File: src/rtl/gate_test_pkg.sv
// Shared types and constants for the gate self-test sequencer.
// Holds the FSM state enum, vector sizing and standard truth tables.
package gate_test_pkg;

    typedef enum logic [1:0] {
        IDLE,
        SETTLE,
        CHECK,
        DONE
    } gts_state_t;

    localparam int VEC_W   = 2;
    localparam int NUM_VEC = 4;

    // Bit {a,b} of a table is the expected gate output for that vector.
    localparam logic [3:0] TT_AND  = 4'b1000;
    localparam logic [3:0] TT_OR   = 4'b1110;
    localparam logic [3:0] TT_NAND = 4'b0111;
    localparam logic [3:0] TT_XOR  = 4'b0110;

endpackage

File: src/rtl/gate_test_settle_timer.sv
// Settle counter: counts cycles while enabled and flags the final one.
// Ports: clk, rst (async high), load_i (clear), en_i (count), expire_o.
module gate_test_settle_timer #(
    parameter int SETTLE_CYCLES = 2
) (
    input  logic clk,
    input  logic rst,
    input  logic load_i,
    input  logic en_i,
    output logic expire_o
);

    // One extra bit keeps the width non-zero when SETTLE_CYCLES is 1.
    localparam int W = $clog2(SETTLE_CYCLES + 1);

    logic [W-1:0] cnt_q;
    logic [W-1:0] cnt_d;

    assign expire_o = en_i && (cnt_q == W'(SETTLE_CYCLES - 1));

    always_comb begin
        cnt_d = cnt_q;
        if (load_i || expire_o) begin
            cnt_d = '0;
        end else if (en_i) begin
            cnt_d = cnt_q + 1'b1;
        end
    end

    always_ff @(posedge clk or posedge rst) begin
        if (rst) begin
            cnt_q <= '0;
        end else begin
            cnt_q <= cnt_d;
        end
    end

endmodule

File: src/rtl/gate_test_sequencer.sv
// Self-test sequencer for a 2-input gate: sweeps all vectors, checks the
// gate output against a latched truth table and reports a verdict.
// Ports: clk, rst (async high), start, exp_tt[3:0], dut_y in;
//        dut_a, dut_b, busy, done, pass, fail_idx[1:0], err_cnt out.
// Macro GATE_TEST_SEQ_ERRCNT_EN builds the saturating mismatch counter;
// without it err_cnt is tied to 0.
module gate_test_sequencer
    import gate_test_pkg::*;
#(
    parameter int SETTLE_CYCLES = 2,
    parameter int PASSES        = 1,
    parameter int CNT_W         = 8
) (
    input  logic             clk,
    input  logic             rst,
    input  logic             start,
    input  logic [3:0]       exp_tt,
    input  logic             dut_y,
    output logic             dut_a,
    output logic             dut_b,
    output logic             busy,
    output logic             done,
    output logic             pass,
    output logic [1:0]       fail_idx,
    output logic [CNT_W-1:0] err_cnt
);

    localparam int PW = $clog2(PASSES + 1);

    gts_state_t       state_q;
    logic [VEC_W-1:0] vec_q;
    logic [PW-1:0]    pcnt_q;
    logic [3:0]       tt_q;
    logic             fail_seen_q;
    logic             ok_q;
    logic             pass_q;
    logic             busy_q;
    logic             done_q;
    logic [1:0]       fidx_q;

    logic accept;
    logic expire;
    logic mism;
    logic last;

    assign accept = (state_q == IDLE) && start;
    assign mism   = dut_y != tt_q[vec_q];
    assign last   = (vec_q == VEC_W'(NUM_VEC - 1))
                 && (pcnt_q == PW'(PASSES - 1));

    gate_test_settle_timer #(
        .SETTLE_CYCLES(SETTLE_CYCLES)
    ) u_timer (
        .clk     (clk),
        .rst     (rst),
        .load_i  (accept),
        .en_i    (state_q == SETTLE),
        .expire_o(expire)
    );

    always_ff @(posedge clk or posedge rst) begin
        if (rst) begin
            state_q     <= IDLE;
            vec_q       <= '0;
            pcnt_q      <= '0;
            tt_q        <= '0;
            fail_seen_q <= 1'b0;
            ok_q        <= 1'b0;
            pass_q      <= 1'b0;
            busy_q      <= 1'b0;
            done_q      <= 1'b0;
            fidx_q      <= '0;
        end else begin
            done_q <= 1'b0;
            unique case (state_q)
                IDLE: begin
                    if (start) begin
                        vec_q       <= '0;
                        pcnt_q      <= '0;
                        fail_seen_q <= 1'b0;
                        fidx_q      <= '0;
                        ok_q        <= 1'b1;
                        tt_q        <= exp_tt;
                        busy_q      <= 1'b1;
                        state_q     <= SETTLE;
                    end
                end
                SETTLE: begin
                    if (expire) begin
                        state_q <= CHECK;
                    end
                end
                CHECK: begin
                    if (mism) begin
                        ok_q <= 1'b0;
                        if (!fail_seen_q) begin
                            fidx_q      <= vec_q;
                            fail_seen_q <= 1'b1;
                        end
                    end
                    if (last) begin
                        // ok_q has not yet absorbed this cycle's compare.
                        pass_q  <= ok_q & ~mism;
                        busy_q  <= 1'b0;
                        done_q  <= 1'b1;
                        state_q <= DONE;
                    end else begin
                        vec_q <= vec_q + 1'b1;
                        if (vec_q == VEC_W'(NUM_VEC - 1)) begin
                            pcnt_q <= pcnt_q + 1'b1;
                        end
                        state_q <= SETTLE;
                    end
                end
                DONE: begin
                    state_q <= IDLE;
                end
                default: begin
                    state_q <= IDLE;
                end
            endcase
        end
    end

`ifdef GATE_TEST_SEQ_ERRCNT_EN
    logic [CNT_W-1:0] err_q;

    always_ff @(posedge clk or posedge rst) begin
        if (rst) begin
            err_q <= '0;
        end else if (accept) begin
            err_q <= '0;
        end else if (state_q == CHECK && mism && err_q != '1) begin
            err_q <= err_q + 1'b1;
        end
    end

    assign err_cnt = err_q;
`else
    assign err_cnt = '0;
`endif

    assign dut_a    = vec_q[1];
    assign dut_b    = vec_q[0];
    assign busy     = busy_q;
    assign done     = done_q;
    assign pass     = pass_q;
    assign fail_idx = fidx_q;

endmodule

File: config.mk
export PLATFORM = sky130hd
export DESIGN_NAME = gate_test_sequencer
export DESIGN_NICKNAME = d
export VERILOG_FILES = /design/src/rtl/gate_test_pkg.sv /design/src/rtl/gate_test_settle_timer.sv /design/src/rtl/gate_test_sequencer.sv
export SDC_FILE = /design/constraint.sdc
export NUM_CORES = 1
export LEC_CHECK = 0
export ABC_AREA = 1
export BUFFER_PORTS_ARGS = -buffer_cell sky130_fd_sc_hd__buf_2
export CAP_MARGIN = 5
export CORE_MARGIN = 1.5
export CORE_UTILIZATION = 40
export DETAILED_ROUTE_END_ITERATION = 12
export MAX_ROUTING_LAYER = met4
export PLACE_DENSITY = 0.7
export SLEW_MARGIN = 20
export SYNTH_ARGS = -nofsm -noshare
export SYNTH_HDL_FRONTEND = slang
export SYNTH_SLANG_ARGS = --single-unit
File: constraint.sdc
create_clock -name clk -period 1.35 [get_ports clk]
set_clock_uncertainty 0.05 [all_clocks]
set_input_delay 0.135 -clock clk [delete_from_list [all_inputs] [get_ports clk]]
set_output_delay 0.135 -clock clk [all_outputs]
set_load 0.02 [all_outputs]
==> results of run 1 <==
## worst register-to-register path, delay by kind of cell (launching register included)
family	cells	cell delay, ns
buffers and inverters	2	0.17
DFF	1	0.45
AOI/OAI and AO/OA	1	0.08
and+or+nand+nor	4	0.44
## flip-flops by register name (all words and copies together) (netlist names)
| register | flops |
|---|---|
| fail_idx | 2 |
| pass | 1 |
| fail_seen_q | 1 |
| pcnt_q | 1 |
| tt_q | 4 |
| u_timer.cnt_q | 2 |
| busy | 1 |
| ok_q | 1 |
| state_q | 2 |
| done | 1 |
| vec_q | 2 |
## cell type report
| cell class | count | area (um2) | area share (%) |
|---|---|---|---|
| tap | 28 | 35.03 | 3.237 |
| sequential | 18 | 452.9 | 41.85 |
| multi-input combinational | 71 | 370.4 | 34.22 |
| inverter | 14 | 55.05 | 5.087 |
| timing repair buffer | 21 | 132.6 | 12.25 |
| clock buffer | 4 | 36.28 | 3.353 |
## path summary, 6_finish.rpt
| kind | to | start |
|---|---|---|
| worst min-delay path | tt_q[3] | exp_tt[3] |
| worst min register to register | busy | busy |
| max in group asynchronous | vec_q[1] | rst |
| worst max-delay path | vec_q[1] | state_q[0] |
| min in group asynchronous | state_q[0] | rst |
| worst max register to register | vec_q[1] | state_q[0] |
## timing repair
item / 4_1_cts / 5_1_grt
hold buffers: 4 / 0
setup buffers: 0 / 1
setup endpoints to repair: 0 / 5
endpoints found under the hold margin: 21 / 0
gates resized for setup: 0 / 2
## synth_stat cells, drive strengths merged
library cell	n
conb	1
a21oi	1
a211oi	1
nand2	36
dfrtp	18
nand4	2
buf	8
o21ai	6
ha	2
inv	14
nor2	6
nand3	9
## per-stage QoR
stage	TNS (ns)	instances	util (%)	power (W)
CTS	0	155	49.42	0.001994
finish	0	156	49.88	0.002001
floorplan	0	111	-	0.001477
global route	-0.0002418	156	49.88	0.002180
detailed placement	0	147	45.91	0.001657
global placement	0	147	45.91	0.001622
## logic make-up after synthesis
group	after synthesis	share of synthesized area, %
AND/OR/NAND/NOR	53	29.57
buffers and inverters	22	12.66
flip-flops	18	49.52
AO/OA/AOI/OAI	8	5.090
adder cells (fa/ha/maj)	2	2.751
other	1	0.4123
## layer usage
metal  up-vias  GRT usage [%]  share of wire [%]
met2        16          25.66                 52
met1       341          15.30                 43
met5         -              -                  0
met3         0          4.464                4.5
li1        360              -                  -
met4         0          2.703                  0
## where the power goes
group | switching [W] | internal (W) | total [W]
combinational | 0.000527 | 0.000291 | 0.000818
clock | 0.000163 | 0.000164 | 0.000327
sequential | 0.000135 | 0.000720 | 0.000855
total | 0.000825 | 0.00118 | 0.00200
==> flow_summary.toml, run 1 <==
[die]
ioPinCount = 23
initial_core_util_pct = 41.93
dieArea_um2 = 2569
num_rows = 17
coreArea_um2 = 2170
die_w_um = 50.69
die_h_um = 50.69

[timing]
hold_violations = 0
slew_violations = 0
whs_ns = 0.005147
min_period_ns = 1.264
setup_ws_ns = 0.08577
finalSetupViolations = 0
timing.final.crit_share_pct = 93.65
max_freq_mhz = 791.0

[synthesis]
synth_top_area_cell = "dfrtp_1"
synth_top_cell_area_share_pct = 49.52
synth_cell_types = 20
ys_seq_area_share_pct = 49.52
yosys_register_bits = 18
syn-instance-count = 104
synth_area_leaders = "dfrtp_1 (50%), nand2_1 (13%), buf_4 (6.6%), inv_1 (4.1%), nand3_1 (3.3%)"
yosysWarnings = 0
avgSynthCellArea_um2 = 8.746
netlist_area_um2 = 909.6

[routing]
drc_errors = 0
dr.first_iter.drc_count = 3
first_pass_iters = 2
wirelength_um = 1533
post_drt_wl_per_cell_um = 9.827
vias_per_cell = 4.596
ant_nets = 0
vias = 717

[global_routing]
antenna_found_initial = 0
grt_overflow = 0
grt_use_total_pct = 14.18
grt_pass1_wl_um = 2642
grt_pass1_vias = 648
grt_max_degree = 19

[critical_path]
cp_slowest_stage_delay_ns = 0.45
cp_cell_sequence = "nor2_1 -> inv_2 -> nor2_8 -> inv_4 -> nand2_2 -> nand3_1 -> o21ai_1"
crit_buf_inv = 2
reg2regPathDepth = 7
crit_arrival_ns = 1.43
required_ns = 1.51
critPathTopFamily = "flip-flops"
crit_type = "reg -> reg"
r2r_setup_slack_ns = 0.09
worst-path-stages = 7
worst_setup_path_start_kind = "register"
critPathMaxFanout = 10
critPathCaptureType = "register"
crit_slowest_cell = "dfrtp_1"

[clock_tree]
clk_latency_ns = 0.29
clock_path_buffers = 2
cts_root_buf = "clkbuf_4"
htreeDepth = 1
clkSlewWorstSetupHoldPaths_ns = 0.10
cts_tree = "yes"
cts.sinks = 18
cts-buffers-inserted = 3

[layout]
final_layout_size_suffix_gt1_share_pct = 28.91
fill_cells = 220
num_antenna_cells = 0
synthToLayoutAreaGrowth_pct = 18.98
postLayoutCellArea_um2 = 1082
final_common_cell = "nand2_1"
final_cell_mix = "nand2_1 (32), dfrtp_1 (16), buf_2 (14), inv_1 (10), conb_1 (8)"
fin_nets = 139

[place]
gp_congestion = 0.7969
placed_area_um2 = 996.0
dpl.hpwl_um = 1165
port_buffers = 14
place_ws_ns = 0.08697

[power_and_ir_drop]
peakVddDrop_v = 0.001094
power.density_nw_per_um2 = 1848
p_leak_nw = 0.5872

[outcome]
run_status = "finished, final reports clean"

[flow_run]
max_cap_viol_count = 0

[hold_path]
min_path_cells = 3
hp-class = "in -> reg"
No activity file was read; power rests on OpenSTA's default activity.
==> inputs of run 2 (changes only) <==
==> constraint.sdc (replaced) <==
create_clock -name clk -period 1.35 [get_ports clk]
set_clock_uncertainty 0.05 [all_clocks]
set_input_delay 0.2025 -clock clk [delete_from_list [all_inputs] [get_ports clk]]
set_output_delay 0.2025 -clock clk [all_outputs]
set_load 0.02 [all_outputs]
==> run 2 against run 1 <==
  * Utilization down 1.4 points
  * Clock power is essentially flat
  * Worst hold slack better by 0.051 ns
  * First-iteration DRC count increased by 130%
  * Critical path depth unchanged
  * Critical endpoint unchanged
  * Design area decreased by 2.8%
  * Via count down 2.6%
  * Largest power group unchanged
==> flow_summary.toml, run 2 (synthesized netlist as in run 1, its figures left out) <==
[outcome]
run_status = "finished, final reports clean"

[layout]
final_layout_size_suffix_gt1_share_pct = 30.65
synthToLayoutAreaGrowth_pct = 15.68
fill_cells = 226
final_cell_mix = "nand2_1 (31), dfrtp_1 (16), buf_2 (14), inv_1 (10), conb_1 (8)"
final_cells = 152
final_common_cell = "nand2_1"
num_antenna_cells = 0
final_util_pct = 48.50
fin_nets = 135
largest_reg_flops = 4
top_register = "tt_q"

[global_routing]
grt_pass1_wl_um = 2580
grt_use_total_pct = 13.79
grt_overflow = 0
antenna_found_initial = 0
grt_max_degree = 19
grt_pass1_vias = 630

[critical_path]
worst-path-stages = 7
critPathMaxFanout = 10
cp_cell_sequence = "nor2_1 -> inv_2 -> nor2_8 -> inv_4 -> nand2_2 -> nand3_1 -> o21ai_1"
cp_slowest_stage_delay_ns = 0.44
crit_type = "reg -> reg"
worst_setup_path_start_kind = "register"
crit_slowest_cell = "dfrtp_1"
r2r_setup_slack_ns = 0.09
reg2regPathDepth = 7
critPathCaptureType = "register"
crit_buf_inv = 2
critPathTopFamily = "flip-flops"
crit_arrival_ns = 1.43
required_ns = 1.52

[routing]
ant_nets = 0
vias_per_cell = 4.592
wirelength_um = 1506
drc_errors = 0
dr.first_iter.drc_count = 7
vias = 698
post_drt_wl_per_cell_um = 9.908
first_pass_iters = 5

[die]
num_rows = 17
die_h_um = 50.69
dieArea_um2 = 2569
initial_core_util_pct = 41.93
ioPinCount = 23
die_w_um = 50.69
coreArea_um2 = 2170

[power_and_ir_drop]
p_leak_nw = 0.5704
power.density_nw_per_um2 = 1891
peakVddDrop_v = 0.001085

[timing]
min_period_ns = 1.260
finalSetupViolations = 0
setup_ws_ns = 0.08980
timing.final.crit_share_pct = 93.35
hold_violations = 0
slew_violations = 0
tns_ns = 0
max_freq_mhz = 793.5

[hold_path]
hp-class = "in -> reg"
min_path_cells = 3

[clock_tree]
cts_root_buf = "clkbuf_4"
cts-buffers-inserted = 3
clk_latency_ns = 0.29
cts.sinks = 18
clkSlewWorstSetupHoldPaths_ns = 0.10
htreeDepth = 1
cts_setup_buffers = 0
cts_tree = "yes"
clock_path_buffers = 2

[place]
place_inst = 147
gp_congestion = 0.7969
dpl.hpwl_um = 1165
port_buffers = 14
place_ws_ns = 0.08697

[flow_run]
max_cap_viol_count = 0
[run 2: cell types whose count changed in the layout (fill, tap and decap cells not counted)]
cell,change
nand3_2,+1
dlygate4sd3_1,-3
nand3_1,-1
nand2_2,+1
buf_4,-1
nand2_1,-1
[run 2: metrics by stage]
stage               hold slack [ns]  area [um2]  total power, W
detailed placement           0.1740       996.0        0.001657
finish                      0.05572        1052        0.001989
global placement             0.1767       996.0        0.001622
global route                0.05297        1052        0.002167
floorplan                   0.09107       935.9        0.001477
CTS                         0.05559        1042        0.001988
[run 2: power by group]
| part | switching [W] | internal, W | total [W] |
|---|---|---|---|
| Combinational | 0.000528 | 0.000271 | 0.000799 |
| Clock | 0.000164 | 0.000164 | 0.000328 |
| Sequential | 0.000142 | 0.000721 | 0.000862 |
[run 2: worst register-to-register path, stage by stage, from the launching register on]
cell	delay (ns)
dfrtp_1	0.44
nor2_1	0.15
inv_2	0.08
nor2_8	0.16
inv_4	0.09
nand2_2	0.07
nand3_1	0.06
o21ai_1	0.08
[run 2: what timing repair did]
| item | 4_1_cts | 5_1_grt |
|---|---|---|
| hold endpoints to repair | 18 | 0 |
| hold buffers | 1 | 0 |
| gates resized for setup | 0 | 4 |
| endpoints found under the setup margin | 0 | 5 |
[run 2: routing by layer]
metal / routed length [um] / vias to the layer above / track usage [%]
met4: 0 / 0 / 2.703
met1: 662 / 329 / 15.30
met5: 0 / - / -
met3: 75 / 0 / 4.464
li1: - / 351 / -
met2: 768 / 18 / 24.34
[run 2: layout make-up]
cell class | instances | area (um2) | area share [%]
clock buffer | 4 | 36.28 | 3.448
timing repair buffer | 17 | 95.09 | 9.037
inverter | 14 | 55.05 | 5.232
tap | 28 | 35.03 | 3.329
sequential | 18 | 452.9 | 43.04
multi-input combinational | 71 | 377.9 | 35.91
[run 2: final timing paths]
| check | from | end |
|---|---|---|
| worst max-delay path | state_q[0] | vec_q[1] |
| worst min-delay path | exp_tt[0] | tt_q[0] |
| worst max register to register | state_q[0] | vec_q[1] |
| worst min register to register | busy | busy |
| max in group asynchronous | rst | vec_q[0] |
| min in group asynchronous | rst | done |
